File: src/rtl/mdma_pkg.sv
// mdma_pkg: shared constants and FSM state type for the DMA read burst scheduler.
//   AXI_MAX_BURST - longest AXI3 INCR burst in beats
//   BEAT_BYTES    - bytes per 64-bit data beat
//   PAGE_BEATS    - beats in one 4 KB page (bursts must not cross a page)
package mdma_pkg;

    localparam int AXI_MAX_BURST = 16;
    localparam int BEAT_BYTES    = 8;
    localparam int PAGE_BEATS    = 512;

    typedef enum logic [2:0] {
        IDLE,
        CALC,
        ISSUE,
        WAIT_DROP,
        WAIT_FREE,
        FINISH
    } sched_state_e;

endpackage

File: src/rtl/mdma_burst_len_calc.sv
// mdma_burst_len_calc: combinational length of the next burst,
// min(AXI_MAX_BURST, remaining beats, beats left in the current 4 KB page).
// Ports:
//   remaining_i [LEN_W-1:0]  beats still to request (never 0 when used)
//   page_off_i  [8:0]        beat offset of the burst start inside its page
//   len_o       [4:0]        resulting burst length, 1..16
module mdma_burst_len_calc
    import mdma_pkg::*;
#(
    parameter int LEN_W = 16
) (
    input  logic [LEN_W-1:0] remaining_i,
    input  logic [8:0]       page_off_i,
    output logic [4:0]       len_o
);

    // One bit wider than the beat count so that 512 - offset (up to 512)
    // and the full remaining count compare without overflow.
    logic [LEN_W:0] rem_w;
    logic [LEN_W:0] page_left_w;
    logic [LEN_W:0] min_w;

    always_comb begin
        rem_w       = {1'b0, remaining_i};
        page_left_w = (LEN_W+1)'(PAGE_BEATS) - (LEN_W+1)'(page_off_i);
        min_w       = (LEN_W+1)'(AXI_MAX_BURST);
        if (rem_w < min_w) begin
            min_w = rem_w;
        end
        if (page_left_w < min_w) begin
            min_w = page_left_w;
        end
        len_o = 5'(min_w);
    end

endmodule

File: src/rtl/mdma_read_sched.sv
// mdma_read_sched: splits one read request into page-safe AXI3 bursts and
// launches them one at a time on the read engine, gated on FIFO space.
// Ports:
//   aclk, areset            clock, synchronous active-high reset
//   req_valid/req_ready     request handshake; req_addr (bits [2:0] ignored),
//                           req_beats (0 allowed)
//   busy, done              transfer in progress / 1-cycle completion pulse
//   rd_valid                1-cycle burst launch to the engine
//   rd_head_addr/burst_len  burst descriptor, stable outside CALC
//   rd_free                 engine idle indication
//   fifo_count              read-data FIFO occupancy
// Optional build macro MDMA_SCHED_PERF_EN adds stall_cycles[31:0] and
// burst_count[15:0] saturating performance counters.
module mdma_read_sched
    import mdma_pkg::*;
#(
    parameter int FIFO_DEPTH = 256,
    parameter int CNT_W      = 9,
    parameter int LEN_W      = 16
) (
    input  logic             aclk,
    input  logic             areset,
    input  logic             req_valid,
    output logic             req_ready,
    input  logic [31:0]      req_addr,
    input  logic [LEN_W-1:0] req_beats,
    output logic             busy,
    output logic             done,
    output logic             rd_valid,
    output logic [31:0]      rd_head_addr,
    output logic [4:0]       rd_burst_len,
    input  logic             rd_free,
`ifdef MDMA_SCHED_PERF_EN
    output logic [31:0]      stall_cycles,
    output logic [15:0]      burst_count,
`endif
    input  logic [CNT_W-1:0] fifo_count
);

    localparam logic [CNT_W:0] DEPTH_C = (CNT_W+1)'(FIFO_DEPTH);

    sched_state_e     state_q, state_d;
    logic [31:0]      cur_addr_q, cur_addr_d;
    logic [31:0]      head_addr_q, head_addr_d;
    logic [LEN_W-1:0] remaining_q, remaining_d;
    logic [4:0]       burst_len_q, burst_len_d;
    logic [4:0]       calc_len;
    logic             issue_ok;

    mdma_burst_len_calc #(.LEN_W(LEN_W)) u_len_calc (
        .remaining_i (remaining_q),
        .page_off_i  (cur_addr_q[11:3]),
        .len_o       (calc_len)
    );

    // Launch only when the whole burst is guaranteed to fit in the FIFO.
    assign issue_ok = rd_free &&
                      (({1'b0, fifo_count} + (CNT_W+1)'(burst_len_q)) <= DEPTH_C);

    always_comb begin
        state_d     = state_q;
        cur_addr_d  = cur_addr_q;
        head_addr_d = head_addr_q;
        remaining_d = remaining_q;
        burst_len_d = burst_len_q;
        req_ready   = 1'b0;
        busy        = 1'b1;
        done        = 1'b0;
        rd_valid    = 1'b0;

        case (state_q)
            IDLE: begin
                req_ready = 1'b1;
                busy      = 1'b0;
                if (req_valid) begin
                    cur_addr_d  = req_addr & ~32'h7;
                    remaining_d = req_beats;
                    state_d     = (req_beats == '0) ? FINISH : CALC;
                end
            end
            CALC: begin
                burst_len_d = calc_len;
                head_addr_d = cur_addr_q;
                state_d     = ISSUE;
            end
            ISSUE: begin
                if (issue_ok) begin
                    rd_valid    = 1'b1;
                    // Address advance wraps modulo 2^32 by construction.
                    cur_addr_d  = cur_addr_q + {24'b0, burst_len_q, 3'b000};
                    remaining_d = remaining_q - LEN_W'(burst_len_q);
                    state_d     = WAIT_DROP;
                end
            end
            // The engine's free flag lags the launch, so it is not trusted here.
            WAIT_DROP: state_d = WAIT_FREE;
            WAIT_FREE: begin
                if (rd_free) begin
                    state_d = (remaining_q == '0) ? FINISH : CALC;
                end
            end
            FINISH: begin
                done    = 1'b1;
                state_d = IDLE;
            end
            default: state_d = IDLE;
        endcase
    end

    always_ff @(posedge aclk) begin
        if (areset) begin
            state_q     <= IDLE;
            cur_addr_q  <= '0;
            head_addr_q <= '0;
            remaining_q <= '0;
            burst_len_q <= '0;
        end else begin
            state_q     <= state_d;
            cur_addr_q  <= cur_addr_d;
            head_addr_q <= head_addr_d;
            remaining_q <= remaining_d;
            burst_len_q <= burst_len_d;
        end
    end

    assign rd_head_addr = head_addr_q;
    assign rd_burst_len = burst_len_q;

`ifdef MDMA_SCHED_PERF_EN
    logic [31:0] stall_cycles_q;
    logic [15:0] burst_count_q;

    always_ff @(posedge aclk) begin
        if (areset || (state_q == IDLE && req_valid)) begin
            stall_cycles_q <= '0;
            burst_count_q  <= '0;
        end else begin
            if (state_q == ISSUE && !issue_ok && stall_cycles_q != '1) begin
                stall_cycles_q <= stall_cycles_q + 32'd1;
            end
            if (rd_valid && burst_count_q != '1) begin
                burst_count_q <= burst_count_q + 16'd1;
            end
        end
    end

    assign stall_cycles = stall_cycles_q;
    assign burst_count  = burst_count_q;
`endif

endmodule

File: config.mk
export PLATFORM = sky130hd
export DESIGN_NAME = mdma_read_sched
export DESIGN_NICKNAME = d
export VERILOG_FILES = /design/src/rtl/mdma_pkg.sv /design/src/rtl/mdma_burst_len_calc.sv /design/src/rtl/mdma_read_sched.sv
export SDC_FILE = /design/constraint.sdc
export NUM_CORES = 1
export LEC_CHECK = 0
export ABC_AREA = 1
export CAP_MARGIN = 20
export CORE_UTILIZATION = 45
export DETAILED_ROUTE_END_ITERATION = 8
export GPL_TIMING_DRIVEN = 0
export MAX_ROUTING_LAYER = met4
export PLACE_DENSITY_LB_ADDON = 0.1
export SKIP_LAST_GASP = 1
export SYNTH_ARGS = -nofsm -noshare
export SYNTH_HDL_FRONTEND = slang
export SYNTH_SLANG_ARGS = --single-unit
File: constraint.sdc
create_clock -name aclk -period 7.9 [get_ports aclk]
set_clock_uncertainty 0.1 [all_clocks]
set_input_delay 1.58 -clock aclk [delete_from_list [all_inputs] [get_ports aclk]]
set_output_delay 1.58 -clock aclk [all_outputs]
set_load 0.05 [all_outputs]
# [Word level (Yosys, flattened, before mapping)]
# Cells that the tools add are included.
[word_totals] wordCells=46 regBits=88 input_bits=61
[classes] add_sub_neg=4 mux=19 reduce_logical=7 eq_ne=8 n_lt_le_gt_ge=3
[ops] operator="32-bit two-way mux" n=2
[ops] operator="32-bit case mux with 2 select lines" n=1
[ops] operator="16-bit two-way mux" n=3
[ops] operator="32-bit by 8-bit adder with 32-bit output" n=1
[ops] operator="16-bit zero test" n=2
[ops] operator="16-bit case mux with 2 select lines" n=1
[ops] operator="17-bit by 16-bit less-than comparator with 1-bit output" n=1
[ops] operator="16-bit by 5-bit less-than comparator with 1-bit output (second input constant)" n=1
[ops] operator="16-bit by 5-bit subtractor with 16-bit output" n=1
[ops] operator="3-bit two-way mux" n=5
[ops] operator="3-bit case mux with 5 select lines" n=1
[ops] operator="10-bit by 9-bit subtractor with 11-bit output (first input constant)" n=1
[ops] operator="9-bit by 5-bit adder with 10-bit output" n=1
[ops] operator="10-bit by 9-bit <= comparator with 1-bit output (second input constant)" n=1
[ops] operator="3-bit by 2-bit equality test with 1-bit output (second input constant)" n=2
[ops] operator="3-bit equality test (second input constant)" n=2
[ops] operator="2-bit != test (second input constant)" n=3
[ops] operator="3-bit AND reduction" n=2
[ops] operator="1-bit two-way mux" n=5
[ops] operator="5-bit two-way mux" n=1
[ops] operator="3-bit by 1-bit equality test with 1-bit output (second input constant)" n=1
[ops] operator="3-bit zero test" n=1
[ops] operator="2-bit nonzero test" n=1
[ops] operator="1-bit logical AND" n=1

# [Longest topological paths before layout]
[logic_depth] ltp_word=5 ltp_mapped=17 mapped_depth_nobuf=17

# [By module]
# From an unflattened synthesis, not the netlist that was laid out.
[hier_totals] cells_unflattened=961 area_unflattened_um2=5899.4
[by_module_without_submodules] mod="mdma_read_sched" area_each_um2=5273.8 instances=1 cells_per_inst=854
[by_module_without_submodules] mod="mdma_burst_len_calc" area_each_um2=625.6 instances=1 cells_per_inst=107

# [Worst setup path after synthesis]
# OpenSTA, ideal clock, no wires.
[synth_path] path_kind="input-to-output" startpoint="input port fifo_count[0]" endpoint="output port rd_valid" t_required_ns=6.220 cell_stages=11 t_arrival_ns=3.132 setup_slack_ns=3.088 path_buffers=0 path_cell_list="ha_1 > fa_1 > inv_1 > nand2_1 > a21oi_1 > nand3_1 > nor2_1 > nand4_1 > nand2_1 > nand3_2 > inv_1"
[synth_between] elab_chain_len=5
[synth_rtl] item="start: declaration" line_no="mdma_read_sched.sv:37" rtl="input logic [CNT_W-1:0] fifo_count"
[synth_rtl] item="9-bit by 5-bit adder with 10-bit output" line_no="mdma_read_sched.sv:58" rtl="(({1'b0, fifo_count} + (CNT_W+1)'(burst_len_q)) <= DEPTH_C);"
[synth_rtl] item="10-bit by 9-bit <= comparator with 1-bit output" line_no="mdma_read_sched.sv:58"
[synth_rtl] item="1-bit logical AND" line_no="mdma_read_sched.sv:57" rtl="assign issue_ok = rd_free &&"
[synth_rtl] item="1-bit two-way mux" line_no="mdma_read_sched.sv:87" rtl="if (issue_ok) begin"
[synth_rtl] item="1-bit two-way mux" line_no="mdma_read_sched.sv:71" rtl="case (state_q)"
[synth_rtl] item="end: declaration" line_no="mdma_read_sched.sv:29" rtl="output logic rd_valid,"
# Every way passes these cells.

# [Final worst setup path]
# Ends and elaborated chain as after synthesis.

==> metrics.md <==
| Metric | Value |
|---|---|
| CTS clk-pin slew, worst paths | approximately 60 ps |
| Largest area contributor in the netlist | dfxtp_1 |
| Max-cap violations | 0 |
| Vias in the first global route | 5,662 |
| Vias per std cell | a little over 5 |
| Starting density of the core | between 40% and 50% |
| CTS tree | built |
| Post-DP HPWL | around 14 mm |
| CTS root buf | clkbuf_16 |
| Sw Share | approximately 45% |
| Routed len/inst | roughly 15 um |
| Post-layout util | between 50% and 60% |
| Antenna violations before repair | 0 |
| Diode count | 0 |
| Slew HR | about half |
| Final Hold Viols | 0 |
| Most common cell in the synthesized netlist | nand2_1 |
| Setup repair bufs after CTS | 0 |
| Die Ht | around 120 um |
| Static Leakage | roughly 3.4 nW |
| Pwr dens | 271 nW/um2 |
| Internal power | approximately 1.1 mW |
| Slew Viols, Final | 0 |
| Worst Path Max Fanout | 4 |
| Synth unique cells | 45 |
| DRC | 0 |
| YS warnings | 0 |
| Die ar. | roughly 13,000 um2 |
| Final cycle utilization of the critical path | 75.6% |
| Total track usage | slightly below 30% |
| Startpoint Class | input pin |
| Mapped Area | 5790 um2 |
| Share of power burned in combinational logic | between 40% and 50% |
| Synthesis-stage register bit count | between 80 and 90 |
| Commonest cells post-synth | nand2_1 (256), nor2_1 (123), inv_1 (86), dfxtp_1 (82), a21oi_1 (71) |
| WS Path Type | in -> out |
| Top post-synthesis cells by area | dfxtp_1 (28%), nand2_1 (17%), nor2_1 (8.0%) |
| CP Capture Type | output port |
| Layout cell share with drive strength beyond 1 | under 10% |
| Synth async-reset ratio | 0% |
| 1st-pass router iterations | 5 |
| Top cell type's share of synthesized area | roughly 28% |
| Final WL | 17.9 mm |
| Cts bufs inserted | 9 |
| Ys flop type | dfxtp_1 |
| Filler cells | 1,303 |
| Footprint of the multi-input gates | ~3600 um2 |
| Inst Count DP | between 1,000 and 1,500 |
| Die width | between 100 and 150 um |
| Mapped Cells | around 900 |
| EDFF count, synth | 0 |
| Post-Layout Cell Count | 1,212 |
| Required @ worst endpoint | between 6000 and 7000 ps |
| Final Worst Setup Slack | 1930 ps |
| Final setup viols | 0 |
| # rows | between 40 and 50 |
| DP Worst Slack | around 1900 ps |
| IO buf count | 94 |
| H-tree depth | 3 |
| Skew-Pair Late Insertion Delay | 350 ps |
| Core Box Area | 12,600 um2 |
| Reg power frac | between 20% and 30% |
| Grt total ovfl | 0 |
| Area grow syn2layout | 25.5% |
| Crit path DAT | approximately 4300 ps |
| Post-synthesis sequential area ratio | between 20 and 30% |
| IO Pins | slightly above 100 |
| Tmin final | approximately 6000 ps |
| Worst-Margin Slew | 766 ps |
| Post-CTS sizing | 0 |
| Clock Power Share | roughly 23% |
| FMAX | about 170 MHz |
| Vias after detailed routing | approximately 6,200 |
| CTS Hold Buffers Added | 0 |
| VDD IR max | 0.000143 V |
| FF+latch area | about 1600 um2 |
| Clk sinks | 82 |
| Switch Pwr | 0.888 mW |
| TNS Setup | 0 ps |
| Placer congestion estimate | roughly 0.96 |
| Initial DRC Count | about 480 |
| Global-route wire length before repair | roughly 28 mm |
| Min-delay worst type | reg -> reg |
| Outcome | completed |
| RSZ-0062 raised after global routing | no |
| Largest net degree at the start of global routing | 16 |
| Worst hold margin | 406 ps |
| Remaining antenna violation count | 0 |
| Final net count | 1,124 |
| Syn avg cell area | between 6 and 7 um2 |
| Max clock buf depth | 2 |
-- stage by stage --
step | cell area [um2] | total power [mW]
after floorplan | 5820 | 1.25
after global placement | 6970 | 1.52
after detailed placement | 6970 | 1.53
after CTS | 7270 | 1.97
after global routing | 7270 | 2.12
final | 7270 | 1.97
-- cell type report --
type                       count  share of cell area (%)
timing repair buffer          94                    12.9
clock buffer                  10                    3.15
inverter                      89                    4.59
clock inverter                 6                   0.998
tap                          172                    2.96
multi-input combinational    718                    50.1
buffer                        41                    2.75
sequential                    82                    22.6
-- kinds of logic (layout without fill, tap and decap cells) --
logic type | after synthesis | in the layout | share of synthesized area [%]
DFF | 82 | 82 | 28.3
and+or+nand+nor | 498 | 498 | 36.9
muxes | 5 | 5 | 0.864
AOI/OAI and AO/OA | 153 | 153 | 14.2
buffers and inverters | 130 | 240 | 9.22
xor gates and xnor gates | 26 | 26 | 3.93
adders and majority gates | 28 | 28 | 6.43
other | 2 | 8 | 0.130
-- final timing paths --
path                                    start  slack, ps  depth (start not counted)                            to
hold reg to reg   remaining_q[7]$_SDFFE_PP0P_        410                          2   remaining_q[7]$_SDFFE_PP0P_
setup / recovery                fifo_count[0]       1930                         13                      rd_valid
setup reg to reg   cur_addr_q[4]$_SDFFE_PP0P_       4970                         16  rd_burst_len[3]$_SDFFE_PP0P_
hold / removal    remaining_q[7]$_SDFFE_PP0P_        410                          2   remaining_q[7]$_SDFFE_PP0P_
-- power by group through the flow --
stage	Sequential, mW	Combinational [mW]	Clock [mW]
2_1_floorplan	0.672	0.580	0
3_3_place_gp	0.597	0.923	0
3_5_place_dp	0.596	0.929	0
4_1_cts	0.588	0.935	0.446
5_1_grt	0.601	1.05	0.463
6_report	0.589	0.936	0.444
-- state kept, by name, summed over array words and instances, names as in the netlist --
| name | flops |
|---|---|
| state_q | 3 |
| rd_head_addr | 29 |
| cur_addr_q | 29 |
| remaining_q | 16 |
| rd_burst_len | 5 |
-- metal layers --
metal / up-vias / part of all wire [%] / track usage, %
met2: 166 / 46 / 47.1
met3: 39 / 4.8 / 4.81
li1: 3210 / - / -
met4: 0 / 3.5 / 11.7
met1: 2759 / 46 / 35.3
met5: - / 0 / -
-- critical path, cell delays in order --
cell and delay [ps]:
clkdlybuf4s50_1 400, ha_1 220, fa_1 440, inv_1 80
nand2_1 50, a21oi_1 140, nand3_1 90, nor2_1 110
nand4_1 100, nand2_1 100, nand3_2 90, inv_1 80
clkdlybuf4s50_1 800
-- cells in the final DEF (no fill, tap or decap), types with 7 or more instances in the layout --
cell type,count
a21oi_1,71
buf_2,7
clkbuf_1,25
clkbuf_16,9
clkdlybuf4s50_1,94
conb_1,8
dfxtp_1,82
ha_1,25
inv_1,86
nand2_1,256
nand3_1,47
nand3b_1,12
nand4_1,19
nor2_1,123
nor3_1,15
nor4_1,9
o21ai_0,62
xor2_1,21
No activity file was read; power rests on OpenSTA's default activity.
